**src/rtl/uart_pkg.sv**
```systemverilog
// Shared constants and types for the UART command path.
// Holds the command bytes, default reply bytes, the clock/baud divider and
// the responder state encoding, so receiver, transmitter and responder agree.
package uart_pkg;

  // Host command bytes
  localparam logic [7:0] CMD_W = 8'h57;  // 'W' : write, addr, data
  localparam logic [7:0] CMD_R = 8'h52;  // 'R' : read, addr

  // Default reply bytes
  localparam logic [7:0] ACK_DEFAULT = 8'h4B;  // 'K'
  localparam logic [7:0] NAK_DEFAULT = 8'h3F;  // '?'

  // Bit-period divider shared with the receiver and transmitter
  localparam int unsigned CLK_HZ = 24_000_000;
  localparam int unsigned BAUD   = 115_200;
  localparam int unsigned DIV    = CLK_HZ / BAUD;

  // Responder FSM states
  typedef enum logic [3:0] {
    ST_IDLE       = 4'd0,
    ST_GET_ADDR   = 4'd1,
    ST_GET_DATA   = 4'd2,
    ST_DO_WRITE   = 4'd3,
    ST_DO_READ    = 4'd4,
    ST_LATCH_RD   = 4'd5,
    ST_TX_START   = 4'd6,
    ST_TX_WAIT_HI = 4'd7,
    ST_TX_WAIT_LO = 4'd8
  } cmd_state_e;

  // True for a byte that opens a multi-byte frame
  function automatic logic is_cmd(input logic [7:0] b);
    return (b == CMD_W) || (b == CMD_R);
  endfunction

endpackage

```
**src/rtl/uart_cmd_slave.sv**
```systemverilog
// Purpose : parse host command frames from the UART receiver, perform register
//           writes/reads and answer every complete frame with one reply byte.
// Latency : write reply start 2 cycles after the data byte, read 3, NAK 1.
// Backpressure: waits for tx_busy low before tx_start; bytes arriving while a
//           reply is in progress are dropped and flagged in sticky overrun.
//
// Ports:
//   clk, rst            clock, synchronous active-high reset
//   rx_data, rx_ready   received byte and its valid level (rising edge = new byte)
//   tx_data, tx_start   reply byte (held through the transmission), 1-cycle request
//   tx_busy             transmitter busy, rises the cycle after an accepted start
//   reg_addr, reg_wdata register address / write data (registered)
//   reg_we, reg_re      one-cycle write / read strobes
//   reg_rdata           read data, valid the cycle after reg_re
//   overrun             sticky: a byte arrived while a reply was in progress
module uart_cmd_slave
  import uart_pkg::*;
#(
  parameter int unsigned TIMEOUT = 2400000,
  parameter logic [7:0]  ACK     = ACK_DEFAULT,
  parameter logic [7:0]  NAK     = NAK_DEFAULT
) (
  input  logic       clk,
  input  logic       rst,
  input  logic [7:0] rx_data,
  input  logic       rx_ready,
  output logic [7:0] tx_data,
  output logic       tx_start,
  input  logic       tx_busy,
  output logic [7:0] reg_addr,
  output logic [7:0] reg_wdata,
  output logic       reg_we,
  output logic       reg_re,
  input  logic [7:0] reg_rdata,
  output logic       overrun
);

  localparam int unsigned CNT_W = (TIMEOUT > 1) ? $clog2(TIMEOUT) : 1;
  localparam logic [CNT_W-1:0] CNT_LAST = CNT_W'(TIMEOUT - 1);

  cmd_state_e state_q, state_d;

  logic             rx_prev_q;
  logic             busy_q;
  logic             is_wr_q,     is_wr_d;
  logic [CNT_W-1:0] cnt_q,       cnt_d;
  logic [7:0]       tx_data_q,   tx_data_d;
  logic [7:0]       reg_addr_q,  reg_addr_d;
  logic [7:0]       reg_wdata_q, reg_wdata_d;
  logic             overrun_q,   overrun_d;

  logic byte_ev;
  logic in_frame;
  logic in_reply;
  logic expire;

  // A new byte is the rising edge of the receiver's valid level.
  assign byte_ev  = rx_ready & ~rx_prev_q;

  // Collecting the address or data byte of a frame: the timeout runs here.
  assign in_frame = (state_q == ST_GET_ADDR) || (state_q == ST_GET_DATA);

  // Register access or reply in flight: incoming bytes cannot be taken.
  assign in_reply = (state_q != ST_IDLE) && !in_frame;

  // A byte arriving in the expiry cycle takes priority over the timeout.
  assign expire   = in_frame && (cnt_q == CNT_LAST) && !byte_ev;

  // ---------------------------------------------------------------------------
  // FSM: state register
  // ---------------------------------------------------------------------------
  always_ff @(posedge clk) begin
    if (rst) begin
      state_q <= ST_IDLE;
    end else begin
      state_q <= state_d;
    end
  end

  // ---------------------------------------------------------------------------
  // FSM: next state
  // ---------------------------------------------------------------------------
  always_comb begin
    state_d = state_q;
    case (state_q)
      ST_IDLE: begin
        if (byte_ev) begin
          state_d = is_cmd(rx_data) ? ST_GET_ADDR : ST_TX_START;
        end
      end
      ST_GET_ADDR: begin
        if (byte_ev) begin
          state_d = is_wr_q ? ST_GET_DATA : ST_DO_READ;
        end else if (expire) begin
          state_d = ST_IDLE;
        end
      end
      ST_GET_DATA: begin
        if (byte_ev) begin
          state_d = ST_DO_WRITE;
        end else if (expire) begin
          state_d = ST_IDLE;
        end
      end
      ST_DO_WRITE:   state_d = ST_TX_START;
      ST_DO_READ:    state_d = ST_LATCH_RD;
      ST_LATCH_RD:   state_d = ST_TX_START;
      // Leaves together with the start pulse, which needs an idle transmitter.
      ST_TX_START: begin
        if (!busy_q) begin
          state_d = ST_TX_WAIT_HI;
        end
      end
      ST_TX_WAIT_HI: begin
        if (tx_busy) begin
          state_d = ST_TX_WAIT_LO;
        end
      end
      ST_TX_WAIT_LO: begin
        if (!tx_busy) begin
          state_d = ST_IDLE;
        end
      end
      default:       state_d = ST_IDLE;
    endcase
  end

  // ---------------------------------------------------------------------------
  // FSM: outputs (Moore decodes of state and registered busy only)
  // ---------------------------------------------------------------------------
  // busy_q is a registered copy of tx_busy. It lags by one cycle, which is
  // safe: the transmitter only turns busy in response to our own start pulse,
  // and after that pulse the FSM has already left TX_START. After a reset the
  // earliest TX_START is two cycles out, by which time busy_q reflects a
  // transmission still finishing from before the reset.
  always_comb begin
    tx_start = 1'b0;
    reg_we   = 1'b0;
    reg_re   = 1'b0;
    case (state_q)
      ST_DO_WRITE: reg_we   = 1'b1;
      ST_DO_READ:  reg_re   = 1'b1;
      ST_TX_START: tx_start = ~busy_q;
      default:     ;
    endcase
  end

  // ---------------------------------------------------------------------------
  // Frame fields, reply byte, overrun flag and inter-byte timeout
  // ---------------------------------------------------------------------------
  always_comb begin
    is_wr_d     = is_wr_q;
    reg_addr_d  = reg_addr_q;
    reg_wdata_d = reg_wdata_q;
    tx_data_d   = tx_data_q;
    overrun_d   = overrun_q;
    cnt_d       = '0;

    case (state_q)
      ST_IDLE: begin
        if (byte_ev) begin
          is_wr_d = (rx_data == CMD_W);
          if (!is_cmd(rx_data)) begin
            tx_data_d = NAK;
          end
        end
      end
      ST_GET_ADDR: begin
        if (byte_ev) begin
          reg_addr_d = rx_data;
        end
      end
      ST_GET_DATA: begin
        if (byte_ev) begin
          reg_wdata_d = rx_data;
        end
      end
      ST_DO_WRITE: tx_data_d = ACK;
      // reg_rdata is valid in the cycle after the read strobe, i.e. here.
      ST_LATCH_RD: tx_data_d = reg_rdata;
      default:     ;
    endcase

    if (byte_ev && in_reply) begin
      overrun_d = 1'b1;
    end

    // Counter runs only while waiting for the next byte of a frame; it is
    // cleared on the expiry cycle so it never reaches TIMEOUT and cannot wrap.
    if (in_frame && !byte_ev && !expire) begin
      cnt_d = cnt_q + CNT_W'(1);
    end
  end

  always_ff @(posedge clk) begin
    if (rst) begin
      rx_prev_q   <= 1'b0;
      busy_q      <= 1'b0;
      is_wr_q     <= 1'b0;
      cnt_q       <= '0;
      tx_data_q   <= 8'hFF;
      reg_addr_q  <= 8'h00;
      reg_wdata_q <= 8'h00;
      overrun_q   <= 1'b0;
    end else begin
      rx_prev_q   <= rx_ready;
      busy_q      <= tx_busy;
      is_wr_q     <= is_wr_d;
      cnt_q       <= cnt_d;
      tx_data_q   <= tx_data_d;
      reg_addr_q  <= reg_addr_d;
      reg_wdata_q <= reg_wdata_d;
      overrun_q   <= overrun_d;
    end
  end

  assign tx_data   = tx_data_q;
  assign reg_addr  = reg_addr_q;
  assign reg_wdata = reg_wdata_q;
  assign overrun   = overrun_q;

endmodule

```
**config.mk**
```make
export PLATFORM = sky130hd
export DESIGN_NAME = uart_cmd_slave
export DESIGN_NICKNAME = d
export VERILOG_FILES = /design/src/rtl/uart_pkg.sv /design/src/rtl/uart_cmd_slave.sv
export SDC_FILE = /design/constraint.sdc
export NUM_CORES = 1
export LEC_CHECK = 0
export BUFFER_PORTS_ARGS = -buffer_cell sky130_fd_sc_hd__buf_2
export CAP_MARGIN = 0
export CORE_MARGIN = 3
export CORE_UTILIZATION = 45
export DETAILED_ROUTE_END_ITERATION = 6
export PLACE_DENSITY_LB_ADDON = 0.1
export SYNTH_ARGS = -nofsm -noshare
export SYNTH_HDL_FRONTEND = slang
export SYNTH_SLANG_ARGS = --single-unit
export TNS_END_PERCENT = 5
```
**constraint.sdc**
```tcl
create_clock -name clk -period 1.9 [get_ports clk]
set_input_delay 0.095 -clock clk [delete_from_list [all_inputs] [get_ports clk]]
set_output_delay 0.095 -clock clk [all_outputs]
set_load 0.02 [all_outputs]
```
==> Implementation_results.wiki, run 1 <==
{| class="wikitable"
! Metric !! Value
|-
| Final count of pins violating max slew || 0
|-
| NumNets Final || ~350
|-
| Maximum single-stage delay on the critical path || between 300 and 400 ps
|-
| Startpoint of the lowest-slack register-to-register path || cnt_q[1]$_SDFF_PP0_
|-
| Gr usage total || between 15 and 20%
|-
| Reg-to-reg critical path endpoint || cnt_q[16]$_SDFF_PP0_
|-
| Synthesized area per cell || roughly 8.9 um^2
|-
| Share of layout cells above drive strength 1 || between 20% and 30%
|-
| Most frequently used flop master after synthesis || sky130_fd_sc_hd__dfxtp_1
|-
| Routing usage on met3 || 3.36%
|-
| Summed instance area of the synthesized netlist || 2470 um^2
|-
| Sequential share of the synthesized area || between 40 and 50%
|-
| Slew margin rel. || between 60% and 70%
|-
| Proportion of register bits with asynchronous set or reset after synthesis || 0%
|-
| Layout overhead on the synthesized area || 19.4%
|-
| Worst VDD drop || 569 uV
|-
| Number of buffers inserted to repair setup after CTS || 0
|-
| Met2 track utilization from global routing || 27.9%
|-
| PnR worst setup slack || around 170 ps
|-
| Number of hold-slack violations in the final timing report || 0
|-
| Global Route met1 Usage || between 20 and 25%
|-
| Internal reg-to-reg setup slack || roughly 170 ps
|-
| Antenna violations before repair || 0
|-
| Data arrival at the endpoint of the critical path || 1970 ps
|-
| Number of buffers inserted by port buffering || 47
|-
| Type of the most critical hold path || input port to register
|-
| Top cells by area in the synthesized netlist || sky130_fd_sc_hd__dfxtp_1 (44%), sky130_fd_sc_hd__mux2i_1 (6.5%), sky130_fd_sc_hd__nor2_1 (5.9%)
|-
| Max Buffers Root-to-Sink || 2
|-
| Antenna diode instance count || 0
|-
| Clock transition at the registers of the reported paths || 100 ps
|-
| Synth Net Count || between 200 and 300
|-
| Vias || 2101
|-
| Number of buffers created by CTS || 5
|-
| Number of clock sinks seen by CTS || 54
|-
| Routed wire per std cell || around 13 um
|-
| Number of instances on the worst hold path || 2
|-
| Overall overflow remaining after global route || 0
|-
| Count of final setup violators || 0
|-
| Post-Route Setup TNS || 0 ps
|-
| Wire length of the first global-routing pass || around 9000 um
|-
| Die area || 6420 um^2
|-
| RSZ-0062 raised after global routing || no
|-
| Routed via count divided by cell count || ~5.3
|-
| Maximum operating frequency || between 500 and 600 MHz
|-
| Synthesized instance count || around 280
|-
| Power density of the placed cells || between 1000 and 1500 nW/um^2
|-
| Synth Register Bits || 54
|-
| Number of different library cells in the post-synthesis netlist || 48
|-
| Post-detailed-routing wire length || approximately 5000 um
|-
| Max-cap violation count || 0
|-
| Crit Path Max Fanout || 8
|-
| Core Footprint || 5200 um^2
|-
| Post-route core utilization || a little under three fifths
|-
| Outcome || completed
|-
| Final critical path time including I/O delays and setup || 1730 ps
|-
| CTS HTree Levels || 2
|-
| Vias in the first global route || approximately 1.9k
|-
| Number of warnings reported in the yosys synthesis log || 0
|-
| Actual slew at the worst max-slew pin || around 520 ps
|-
| Startpoint class of the critical path || register
|-
| Core Rows || 26
|-
| Kind of cell with the highest combined delay on the critical path || simple AND/OR/NAND/NOR gates
|-
| Most used routing layer in global routing || met2
|-
| Number of nets with antenna violations after detailed routing || 0
|-
| Worst setup timing slack at the placement stage || just under 200 ps
|-
| Biggest area consumer among synthesized cells || sky130_fd_sc_hd__dfxtp_1
|-
| DRC viols || 0
|-
| Endpoint kind of the worst setup timing path || register
|-
| Crit path max-delay cell type || sky130_fd_sc_hd__or3_1
|-
| Number of optimization iterations in the first detailed-route pass || 4
|-
| Leakage dissipation || ~1.3 nW
|-
| Top cell type's share of synthesized area || ~44%
|-
| Final total power || approximately 3.1 mW
|-
| CP Data Required Time || approximately 2100 ps
|-
| Clock Tree Root || sky130_fd_sc_hd__clkbuf_8
|-
| Worst Hold Launch || reg_rdata[5]
|-
| Most used cells in the layout excluding fill and tap cells || sky130_fd_sc_hd__dfxtp_1 (54), sky130_fd_sc_hd__buf_2 (47), sky130_fd_sc_hd__nor2_1 (39)
|-
| DIE WIDTH || between 80 and 90 um
|-
| Clk_lat worst skew || 310 ps
|-
| Buf+Inv Stages, Crit Path || 0
|-
| Worst Hold Endpoint || tx_data[5]$_SDFFE_PP1P_
|-
| Last weighted congestion value of the routability-driven placer || between 0.8 and 0.9
|-
| Number of cells on the worst reg-to-reg path || 5
|-
| Period utilisation layout || about nine tenths
|-
| Post-synth EDFFs || 0
|-
| Starting density of the core || roughly 48%
|-
| Starting DRC count in detailed routing || 52
|-
| Category of the most critical setup path || register to register
|-
| Detailed placement HPWL || between 3000 and 4000 um
|-
| TritonCTS clock tree || done
|-
| Die Y || ~80 um
|-
| Cells along the critical path || ha_1 > and3_1 > nand4_1 > or3_1 > a21oi_1
|-
| Count of pins on the block boundary || 48
|-
| Fin Clk Skew || 7.14 ps
|-
| Leading cell type in the layout, fill and taps excluded || sky130_fd_sc_hd__dfxtp_1
|-
| Largest net degree at the start of global routing || 28
|}
==> kinds of logic (layout without fill, tap and decap cells) <==
group | Yosys count | in the layout | synth area share (%)
fa+ha+maj | 1 | 1 | 0.506
simple gates | 126 | 126 | 29.3
compound gates | 46 | 46 | 11.4
mux | 16 | 16 | 6.47
xor+xnor | 15 | 15 | 5.31
flops | 54 | 54 | 43.7
buf+inv | 19 | 70 | 3.34
==> area by class of cell <==
class	instances	area (um^2)
Clock buffer	5	68.8
Clock inverter	3	48.8
Fill cell	490	2250
Inverter	3	11.3
Multi-Input combinational cell	204	1310
Sequential cell	54	1080
Tap cell	70	87.6
Timing Repair Buffer	59	345
==> power by group <==
| group | switching (mW) | leakage (nW) | internal [mW] | total (mW) |
|---|---|---|---|---|
| logic | 0.540 | 0.767 | 0.384 | 0.924 |
| clock network | 0.398 | 0.0563 | 0.402 | 0.799 |
| registers | 0.0964 | 0.438 | 1.23 | 1.33 |
| total | 1.03 | 1.26 | 2.02 | 3.05 |
==> worst max path at each step <==
stage	start	end	slack, ps	cells after the start
final	cnt_q[1]$_SDFF_PP0_	cnt_q[16]$_SDFF_PP0_	170	5
after global routing	state_q[2]$_SDFFE_PP0P_	tx_data[7]$_SDFFE_PP1P_	10	4
after CTS	state_q[2]$_SDFFE_PP0P_	is_wr_q$_SDFFE_PP0P_	160	4
after detailed placement	state_q[2]$_SDFFE_PP0P_	is_wr_q$_SDFFE_PP0P_	190	4
after global placement	state_q[2]$_SDFFE_PP0P_	is_wr_q$_SDFFE_PP0P_	220	4
after floorplan	state_q[1]$_SDFFE_PP0P_	reg_wdata[0]$_SDFFE_PP0P_	350	6
==> routing by layer <==
layer	part of all wire [%]	wire length, um	up-vias
li1	-	-	1096
met1	48	2460	960
met2	47	2400	35
met3	3.5	180	10
met4	2.2	112	0
met5	0	0	-
==> cell usage after synthesis (2+ instances only) <==
| cell type | number |
|---|---|
| sky130_fd_sc_hd__buf_2 | 9 |
| sky130_fd_sc_hd__clkbuf_1 | 6 |
| sky130_fd_sc_hd__nor3b_1 | 2 |
| sky130_fd_sc_hd__a221o_1 | 4 |
| sky130_fd_sc_hd__a21oi_1 | 17 |
| sky130_fd_sc_hd__inv_1 | 3 |
| sky130_fd_sc_hd__nand2b_1 | 7 |
| sky130_fd_sc_hd__o21ai_0 | 13 |
| sky130_fd_sc_hd__mux2i_1 | 16 |
| sky130_fd_sc_hd__xnor2_1 | 3 |
| sky130_fd_sc_hd__nor3_1 | 6 |
| sky130_fd_sc_hd__and2_1 | 2 |
| sky130_fd_sc_hd__and4_1 | 5 |
| sky130_fd_sc_hd__or4_1 | 3 |
| sky130_fd_sc_hd__and3_1 | 4 |
| sky130_fd_sc_hd__nand4_1 | 9 |
| sky130_fd_sc_hd__dfxtp_1 | 54 |
| sky130_fd_sc_hd__or4bb_1 | 2 |
| sky130_fd_sc_hd__nor2_1 | 39 |
| sky130_fd_sc_hd__nor2b_1 | 5 |
| sky130_fd_sc_hd__nor4_1 | 2 |
| sky130_fd_sc_hd__nand2_1 | 15 |
| sky130_fd_sc_hd__nor4b_1 | 2 |
| sky130_fd_sc_hd__xor2_1 | 12 |
| sky130_fd_sc_hd__a31oi_1 | 2 |
| sky130_fd_sc_hd__or3_1 | 7 |
| sky130_fd_sc_hd__nand3_1 | 7 |
==> registers in the layout (all words and copies together) (netlist names) <==
| register | cells |
|---|---|
| busy_q | 1 |
| overrun | 1 |
| reg_addr | 8 |
| rx_prev_q | 1 |
| is_wr_q | 1 |
| reg_wdata | 8 |
| cnt_q | 22 |
| tx_data | 8 |
| state_q | 4 |
==> stage by stage <==
stage               hold slack (ps)  cells  area (um^2)
floorplan                       223    277         2470
global placement                317    387         2810
detailed placement              329    387         2810
CTS                            3.21    398         2950
global route                   7.97    398         2950
finish                         11.5    398         2950
==> worst reg2reg max path, stage by stage (launching register included) <==
cell and delay, ps:
sky130_fd_sc_hd__dfxtp_1 380, sky130_fd_sc_hd__ha_1 270, sky130_fd_sc_hd__and3_1 250, sky130_fd_sc_hd__nand4_1 250
sky130_fd_sc_hd__or3_1 390, sky130_fd_sc_hd__a21oi_1 140
==> repair_timing <==
| action | CTS | global route |
|---|---|---|
| setup endpoints to repair | 0 | 0 |
| hold endpoints to repair | 3 | 0 |
| hold buffers | 3 | 0 |
| resized for setup | 0 | 0 |
Note: power is estimated with default switching activity, not from simulation.
==> run 2, diff against run 1 <==
- ABC_AREA: not set -> 1
- CORE_UTILIZATION: 45 -> 25
- REMOVE_ABC_BUFFERS: not set -> 1
==> run 2 against run 1 <==
Effect of this change:
- clock power down 15%
- routed wire length up 16%
- fmax up 4.7%
- hold slack better by 5.9 ps
- core utilization down 25 points
- area after synthesis down 1.2%
- cell area up 1.7%
- sequential share of layout area down 0.58 points
- sequential power about the same
- largest power group unchanged
- first-iteration DRC count up 38%
- non-clock buffer count down 2
==> Implementation_results.wiki, run 2 <==
{| class="wikitable"
! Metric !! Value
|-
| Most frequently used flop master after synthesis || sky130_fd_sc_hd__dfxtp_1 (unchanged)
|-
| Reg power frac || 45.3% (was 43.5%)
|-
| Type of the most critical hold path || input port to register (unchanged)
|-
| Post-Route Setup TNS || 0 ps (unchanged)
|-
| Starting density of the core || 26.1% (was 47.5%)
|-
| Final critical path time including I/O delays and setup || 1650 ps (was 1730 ps)
|-
| Data arrival at the endpoint of the critical path || 1880 ps (was 1970 ps)
|-
| Number of cells on the worst reg-to-reg path || 10 (was 5)
|-
| Synthesized area per cell || 7.19 um^2 (was 8.93 um^2)
|-
| Core Rows || 35 (was 26)
|-
| Biggest area consumer among synthesized cells || sky130_fd_sc_hd__dfxtp_1 (unchanged)
|-
| Number of instances on the worst hold path || 3 (was 2)
|-
| Worst VDD drop || 490 uV (was 569 uV)
|-
| Antenna diode instance count || 0 (unchanged)
|-
| Core Footprint || 9370 um^2 (was 5200 um^2)
|-
| Last weighted congestion value of the routability-driven placer || 0.813 (was 0.874)
|-
| Number of hold-slack violations in the final timing report || 0 (unchanged)
|-
| Total met2 wirelength after detailed routing || 2760 um (was 2400 um)
|-
| Vias || 2236 (was 2101)
|-
| Endpoint kind of the worst setup timing path || register (unchanged)
|-
| Gr usage total || 11.2% (was 17.3%)
|-
| Clk_lat worst skew || 310 ps (about the same)
|-
| Period utilisation layout || 86.9% (was 91.0%)
|-
| Clock Tree Root || sky130_fd_sc_hd__clkbuf_8 (unchanged)
|-
| Final count of pins violating max slew || 0 (unchanged)
|-
| Antenna violations before repair || 0 (unchanged)
|-
| Wire length of the first global-routing pass || 10400 um (was 8890 um)
|-
| RSZ-0062 raised after global routing || no (unchanged)
|-
| Synth Register Bits || 54 (unchanged)
|-
| Share of total power consumed by net switching || 37.9% (was 33.9%)
|-
| Die area || 11000 um^2 (was 6420 um^2)
|-
| Number of different library cells in the post-synthesis netlist || 34 (was 48)
|-
| TritonCTS clock tree || done (unchanged)
|-
| DRC viols || 0 (unchanged)
|-
| Leakage dissipation || 1.25 nW (was 1.26 nW)
|-
| Fin Clk Skew || 11.2 ps (was 7.14 ps)
|-
| Power density of the placed cells || 985 nW/um^2 (was 1030 nW/um^2)
|-
| Startpoint class of the critical path || input port (was register)
|-
| Net Sw Power || 1.12 mW (was 1.03 mW)
|-
| Largest register FFs || 22 (unchanged)
|-
| Share of layout cells above drive strength 1 || 20.8% (was 21.0%)
|-
| Max-cap violation count || 0 (unchanged)
|-
| CTS HTree Levels || 2 (unchanged)
|-
| Slew margin rel. || 72.2% (was 65.2%)
|-
| Overall overflow remaining after global route || 0 (unchanged)
|-
| Summed instance area of the synthesized netlist || 2440 um^2 (was 2470 um^2)
|-
| Highest metal used || met4 (unchanged)
|-
| Top cells by area in the synthesized netlist || sky130_fd_sc_hd__dfxtp_1 (44%), sky130_fd_sc_hd__nand2_1 (8.9%), sky130_fd_sc_hd__nor2_1 (8.8%) (was sky130_fd_sc_hd__dfxtp_1 (44%), sky130_fd_sc_hd__mux2i_1 (6.5%), sky130_fd_sc_hd__nor2_1 (5.9%))
|-
| Count of pins on the block boundary || 48 (unchanged)
|-
| Routed wl met3 || 226 um (was 180 um)
|-
| Number of optimization iterations in the first detailed-route pass || 4 (unchanged)
|-
| Final total power || 2.96 mW (was 3.05 mW)
|-
| Outcome || completed (unchanged)
|-
| Category of the most critical setup path || input port to register (was register to register)
|-
| Top cell type's share of synthesized area || 44.2% (was 43.7%)
|-
| Combinational share of power || 31.8% (was 30.3%)
|-
| NumNets Final || 419 (was 348)
|-
| Post-detailed-routing wire length || 5970 um (was 5150 um)
|-
| Detailed placement HPWL || 4530 um (was 3590 um)
|-
| Crit Path Max Fanout || 17 (was 8)
|-
| Number of buffers inserted by port buffering || 47 (unchanged)
|-
| Layout overhead on the synthesized area || 22.9% (was 19.4%)
|-
| DIE WIDTH || 105 um (was 80.1 um)
|-
| Number of buffers created by CTS || 5 (unchanged)
|-
| Post-synth EDFFs || 0 (unchanged)
|-
| Number of warnings reported in the yosys synthesis log || 0 (unchanged)
|-
| Leading cell type in the layout, fill and taps excluded || sky130_fd_sc_hd__nand2_1 (was sky130_fd_sc_hd__dfxtp_1)
|-
| Clock share of power || 22.9% (was 26.2%)
|-
| Maximum operating frequency || 605 MHz (was 578 MHz)
|-
| Top cells by instance count after synthesis || sky130_fd_sc_hd__nand2_1 (58), sky130_fd_sc_hd__nor2_1 (57), sky130_fd_sc_hd__dfxtp_1 (54), sky130_fd_sc_hd__inv_1 (45), sky130_fd_sc_hd__a21oi_1 (28) (was sky130_fd_sc_hd__dfxtp_1 (54), sky130_fd_sc_hd__nor2_1 (39), sky130_fd_sc_hd__a21oi_1 (17), sky130_fd_sc_hd__mux2i_1 (16), sky130_fd_sc_hd__nand2_1 (15))
|-
| Most frequently used cell type in the post-synthesis netlist || sky130_fd_sc_hd__nand2_1 (was sky130_fd_sc_hd__dfxtp_1)
|-
| Number of buffers inserted to repair setup after CTS || 0 (unchanged)
|-
| Clock transition at the registers of the reported paths || 100 ps (about the same)
|-
| Vias in the first global route || 2236 (was 1928)
|-
| Total internal power || 1.84 mW (was 2.02 mW)
|-
| Synthesized instance count || 340 (was 277)
|-
| Routed wire per std cell || 11.3 um (was 12.9 um)
|-
| Number of nets with antenna violations after detailed routing || 0 (unchanged)
|-
| Proportion of register bits with asynchronous set or reset after synthesis || 0% (unchanged)
|-
| Actual slew at the worst max-slew pin || 415 ps (was 521 ps)
|-
| Most used cells in the layout excluding fill and tap cells || sky130_fd_sc_hd__nand2_1 (58), sky130_fd_sc_hd__nor2_1 (57), sky130_fd_sc_hd__dfxtp_1 (53) (was sky130_fd_sc_hd__dfxtp_1 (54), sky130_fd_sc_hd__buf_2 (47), sky130_fd_sc_hd__nor2_1 (39))
|-
| Sequential share of the synthesized area || 44.2% (was 43.7%)
|-
| CP Data Required Time || 2130 ps (was 2140 ps)
|-
| Largest net degree at the start of global routing || 23 (was 28)
|-
| Routed via count divided by cell count || 4.23 (was 5.28)
|-
| Number of clock sinks seen by CTS || 54 (unchanged)
|-
| Die Y || 105 um (was 80.1 um)
|-
| Met1 wire length || 2930 um (was 2460 um)
|-
| Starting DRC count in detailed routing || 72 (was 52)
|-
| Count of final setup violators || 0 (unchanged)
|-
| Max Buffers Root-to-Sink || 2 (unchanged)
|-
| Largest register by flop count || cnt_q (unchanged)
|}
==> run 2: changes by cell type after synthesis, sizes merged, moves of 7 or more <==
cell | previous run | this run
inv | 3 | 49
nor2 | 39 | 66
nand3 | 7 | 16
buf | 10 | 3
nand2 | 16 | 62
mux2i | 16 | 0
o21ai | 14 | 23
or3 | 7 | 0
a21oi | 17 | 28
==> run 2: cells by family (layout without fill, tap and decap cells) <==
family,Yosys count,count (layout),share of synthesized area (%)
xor+xnor,8,8,2.87
fa+ha+maj,1,1,0.512
flops,54,54,44.2
buf+inv,55,114,8.96
compound gates,59,59,12.9
simple gates,163,163,30.6
==> run 2: power groups by stage <==
stage / clock network (mW) / registers [mW] / logic, mW
after floorplan: 0 / 1.46 / 0.525
after global placement: 0 / 1.37 / 0.933
after detailed placement: 0 / 1.37 / 0.926
after CTS: 0.722 / 1.34 / 0.939
after global routing: 0.747 / 1.36 / 1.06
final: 0.677 / 1.34 / 0.940
==> run 2: repair_timing <==
item,in CTS,in global routing
hold buffers,6,0
resized for setup,0,2
endpoints found under the hold margin,6,0
setup endpoints to repair,0,1
==> run 2: worst paths after layout <==
kind | startpoint | slack (ps) | to
min | reg_rdata[0] | 20 | tx_data[0]$_SDFFE_PP1P_
max | rx_ready | 250 | state_q[0]$_SDFFE_PP0P_
min reg2reg | cnt_q[0]$_SDFF_PP0_ | 430 | cnt_q[0]$_SDFF_PP0_
max reg2reg | state_q[0]$_SDFFE_PP0P_ | 290 | state_q[2]$_SDFFE_PP0P_
==> run 2: critical path, stage by stage <==
cell and delay [ps]:
sky130_fd_sc_hd__dlygate4sd3_1 520, sky130_fd_sc_hd__buf_2 100, sky130_fd_sc_hd__inv_1 40, sky130_fd_sc_hd__nor2_1 320
sky130_fd_sc_hd__nand4_1 170, sky130_fd_sc_hd__buf_4 230, sky130_fd_sc_hd__nand3_1 100, sky130_fd_sc_hd__inv_1 40
sky130_fd_sc_hd__nand2_1 70, sky130_fd_sc_hd__nand2_1 50, sky130_fd_sc_hd__a21oi_1 160
==> run 2: cell type report <==
cell class / count / area, um^2
clock buffer: 5 / 68.8
clock inverter: 3 / 23.8
fill: 1055 / 6370
inverter: 49 / 186
multi-input combinational: 231 / 1140
sequential: 54 / 1080
tap: 129 / 161
timing repair buffer: 57 / 338
==> run 2: routing by layer <==
| layer | vias to the layer above | track usage, % |
|---|---|---|
| met5 | - | 0 |
| met4 | 0 | 2.91 |
| met3 | 6 | 2.72 |
| met2 | 42 | 18.4 |
| met1 | 986 | 14.8 |
| li1 | 1202 | - |
==> run 2: through the flow <==
stage	instance area, um^2	hold slack [ps]	std cells	worst slack (ps)	utilization (%)
finish	3000	17.4	528	248	32.1
global route	3000	23.6	528	4.65	32.1
CTS	3000	4.61	528	224	32.0
detailed placement	2850	314	514	250	30.4
global placement	2850	315	514	297	30.4
floorplan	2410	164	334	336	-
==> run 3, diff against run 2 <==
- PLACE_DENSITY: not set -> 0.49
- PLACE_DENSITY_LB_ADDON: 0.1 -> not set
- REMOVE_ABC_BUFFERS: 1 -> not set
==> run 3 against run 2 <==
Effect of this change:
- worst setup slack lost 17 ps
- combinational power fell by 2.7%
- hold slack worse by 1.8 ps
- sequential power is essentially flat
- critical path type is now register to register
- critical path depth fell by 4
==> Implementation_results.wiki, run 3 (synthesis gave the netlist of run 2 again) <==
{| class="wikitable"
! Metric !! Value
|-
| Most used cells in the layout excluding fill and tap cells || sky130_fd_sc_hd__nand2_1 (58), sky130_fd_sc_hd__nor2_1 (57), sky130_fd_sc_hd__dfxtp_1 (54) (was sky130_fd_sc_hd__nand2_1 (58), sky130_fd_sc_hd__nor2_1 (57), sky130_fd_sc_hd__dfxtp_1 (53))
|-
| Core Footprint || 9370 um^2 (unchanged)
|-
| Post-CTS sizing || 0 (unchanged)
|-
| Period utilisation layout || 87.8% (was 86.9%)
|-
| Detailed placement HPWL || 4320 um (was 4530 um)
|-
| Reg-to-reg critical path endpoint || state_q[2]$_SDFFE_PP0P_ (unchanged)
|-
| Die Y || 105 um (unchanged)
|-
| Number of instances on the worst hold path || 3 (unchanged)
|-
| Post-detailed-routing wire length || 5680 um (was 5970 um)
|-
| Starting density of the core || 26.1% (unchanged)
|-
| Internal reg-to-reg setup slack || 230 ps (was 290 ps)
|-
| Number of hold-slack violations in the final timing report || 0 (unchanged)
|-
| Largest register by flop count || cnt_q (unchanged)
|-
| Antenna diode instance count || 0 (unchanged)
|-
| Number of buffers created by CTS || 5 (unchanged)
|-
| Worst Hold Endpoint || rx_prev_q$_SDFF_PP0_ (was tx_data[0]$_SDFFE_PP1P_)
|-
| Vias in the first global route || 2130 (was 2236)
|-
| Final critical path time including I/O delays and setup || 1670 ps (was 1650 ps)
|-
| Share of layout cells above drive strength 1 || 20.3% (was 20.8%)
|-
| Type of the most critical hold path || input port to register (unchanged)
|-
| Startpoint of the lowest-slack register-to-register path || rx_prev_q$_SDFF_PP0_ (was state_q[0]$_SDFFE_PP0P_)
|-
| Count of pins on the block boundary || 48 (unchanged)
|-
| DRC viols || 0 (unchanged)
|-
| Number of clock sinks seen by CTS || 54 (unchanged)
|-
| Wire length of the first global-routing pass || 9880 um (was 10400 um)
|-
| Maximum operating frequency || 599 MHz (was 605 MHz)
|-
| Fin Clk Skew || 11.8 ps (was 11.2 ps)
|-
| Leakage dissipation || 1.25 nW (about the same)
|-
| Die area || 11000 um^2 (unchanged)
|-
| DIE WIDTH || 105 um (unchanged)
|-
| Layout overhead on the synthesized area || 23.0% (was 22.9%)
|-
| Final total power || 2.92 mW (was 2.96 mW)
|-
| Routed wire per std cell || 10.7 um (was 11.3 um)
|-
| Largest register FFs || 22 (unchanged)
|-
| Max-cap violation count || 0 (unchanged)
|-
| NumNets Final || 420 (was 419)
|-
| Final count of pins violating max slew || 0 (unchanged)
|-
| Category of the most critical setup path || register to register (was input port to register)
|-
| Overall overflow remaining after global route || 0 (unchanged)
|-
| Max Buffers Root-to-Sink || 2 (unchanged)
|-
| Worst Hold Launch || rx_ready (was reg_rdata[0])
|-
| Synth Net Count || ~360
|-
| Vias || 2240 (was 2236)
|-
| Post-Route Setup TNS || 0 ps (unchanged)
|-
| Data arrival at the endpoint of the critical path || 1910 ps (was 1880 ps)
|-
| Number of buffers inserted to repair setup after CTS || 0 (unchanged)
|-
| Antenna violations before repair || 0 (unchanged)
|-
| Crit Path Max Fanout || 10 (was 17)
|-
| Hold-fix buffers at CTS || 8 (was 6)
|-
| Number of optimization iterations in the first detailed-route pass || 4 (unchanged)
|-
| Starting DRC count in detailed routing || 58 (was 72)
|-
| CTS HTree Levels || 2 (unchanged)
|-
| Leading cell type in the layout, fill and taps excluded || sky130_fd_sc_hd__nand2_1 (unchanged)
|-
| Routed via count divided by cell count || 4.23 (about the same)
|-
| Clock transition at the registers of the reported paths || 100 ps (about the same)
|-
| TritonCTS clock tree || done (unchanged)
|-
| Clock Tree Root || sky130_fd_sc_hd__clkbuf_8 (unchanged)
|-
| Clk_lat worst skew || 310 ps (about the same)
|-
| Endpoint kind of the worst setup timing path || register (unchanged)
|-
| Worst VDD drop || 597 uV (was 490 uV)
|-
| Number of buffers inserted by port buffering || 47 (unchanged)
|-
| Largest net degree at the start of global routing || 23 (unchanged)
|-
| Count of final setup violators || 0 (unchanged)
|-
| Number of cells on the worst reg-to-reg path || 7 (was 10)
|-
| CP Data Required Time || 2140 ps (was 2130 ps)
|-
| Power density of the placed cells || 970 nW/um^2 (was 985 nW/um^2)
|-
| Core Rows || 35 (unchanged)
|-
| Last weighted congestion value of the routability-driven placer || 0.844 (was 0.813)
|-
| RSZ-0062 raised after global routing || no (unchanged)
|-
| Outcome || completed (unchanged)
|-
| Actual slew at the worst max-slew pin || 442 ps (was 415 ps)
|-
| Slew margin rel. || 70.4% (was 72.2%)
|-
| Startpoint class of the critical path || register (was input port)
|-
| FILL cells || 1049 (was 1055)
|-
| Number of nets with antenna violations after detailed routing || 0 (unchanged)
|-
| Gr usage total || 10.6% (was 11.2%)
|}
-- run 3: worst max-delay path by stage --
stage                                  from                 endpoint  slack, ps  cells past startpoint
detailed placement     rx_prev_q$_SDFF_PP0_  state_q[2]$_SDFFE_PP0P_        240                      7
global route           rx_prev_q$_SDFF_PP0_  state_q[2]$_SDFFE_PP0P_         30                      7
floorplan           state_q[2]$_SDFFE_PP0P_  tx_data[2]$_SDFFE_PP1P_        340                      8
CTS                    rx_prev_q$_SDFF_PP0_  state_q[2]$_SDFFE_PP0P_        210                      7
global placement       rx_prev_q$_SDFF_PP0_  state_q[2]$_SDFFE_PP0P_        220                      7
finish                 rx_prev_q$_SDFF_PP0_  state_q[2]$_SDFFE_PP0P_        230                      7
-- run 3: metal layers --
| metal | track usage, % | part of all wire, % |
|---|---|---|
| met5 | 0 | 0 |
| met1 | 13.6 | 49 |
| met4 | 3.28 | 1.1 |
| met3 | 2.96 | 4.0 |
| met2 | 17.2 | 46 |
-- run 3: through the flow --
stage	worst slack, ps	std cells	util [%]	instance area [um^2]	hold slack, ps
final	231	529	32.1	3010	15.6
after global routing	27.9	529	32.1	3010	23.0
after CTS	208	529	32.1	3010	11.4
after detailed placement	236	513	30.2	2830	314
after global placement	217	513	30.2	2830	308
after floorplan	336	340	-	2440	220
-- run 3: layout make-up --
class,instances,area [um^2],area share [%]
flip-flops and latches,54,1080,36.0
clock buffers,5,68.8,2.29
inverters,49,186,6.20
multi-input cells,231,1140,38.1
well taps,129,161,5.37
clock inverters,3,26.3,0.874
repair buffers,58,338,11.2
-- run 3: worst max-delay path, stage by stage, from the launching register on --
cell                       delay, ps
sky130_fd_sc_hd__dfxtp_1         310
sky130_fd_sc_hd__nor2_1          360
sky130_fd_sc_hd__inv_2           140
sky130_fd_sc_hd__nor2_4          250
sky130_fd_sc_hd__inv_2           120
sky130_fd_sc_hd__o211ai_1        230
sky130_fd_sc_hd__nand2_1          70
sky130_fd_sc_hd__a21oi_1         120
-- run 3: where the power goes --
group          total [mW]  internal [mW]  leakage, nW  switching [mW]
clock network       0.661          0.267       0.0483           0.394
logic               0.915          0.304        0.768           0.610
registers            1.34           1.26        0.438          0.0808
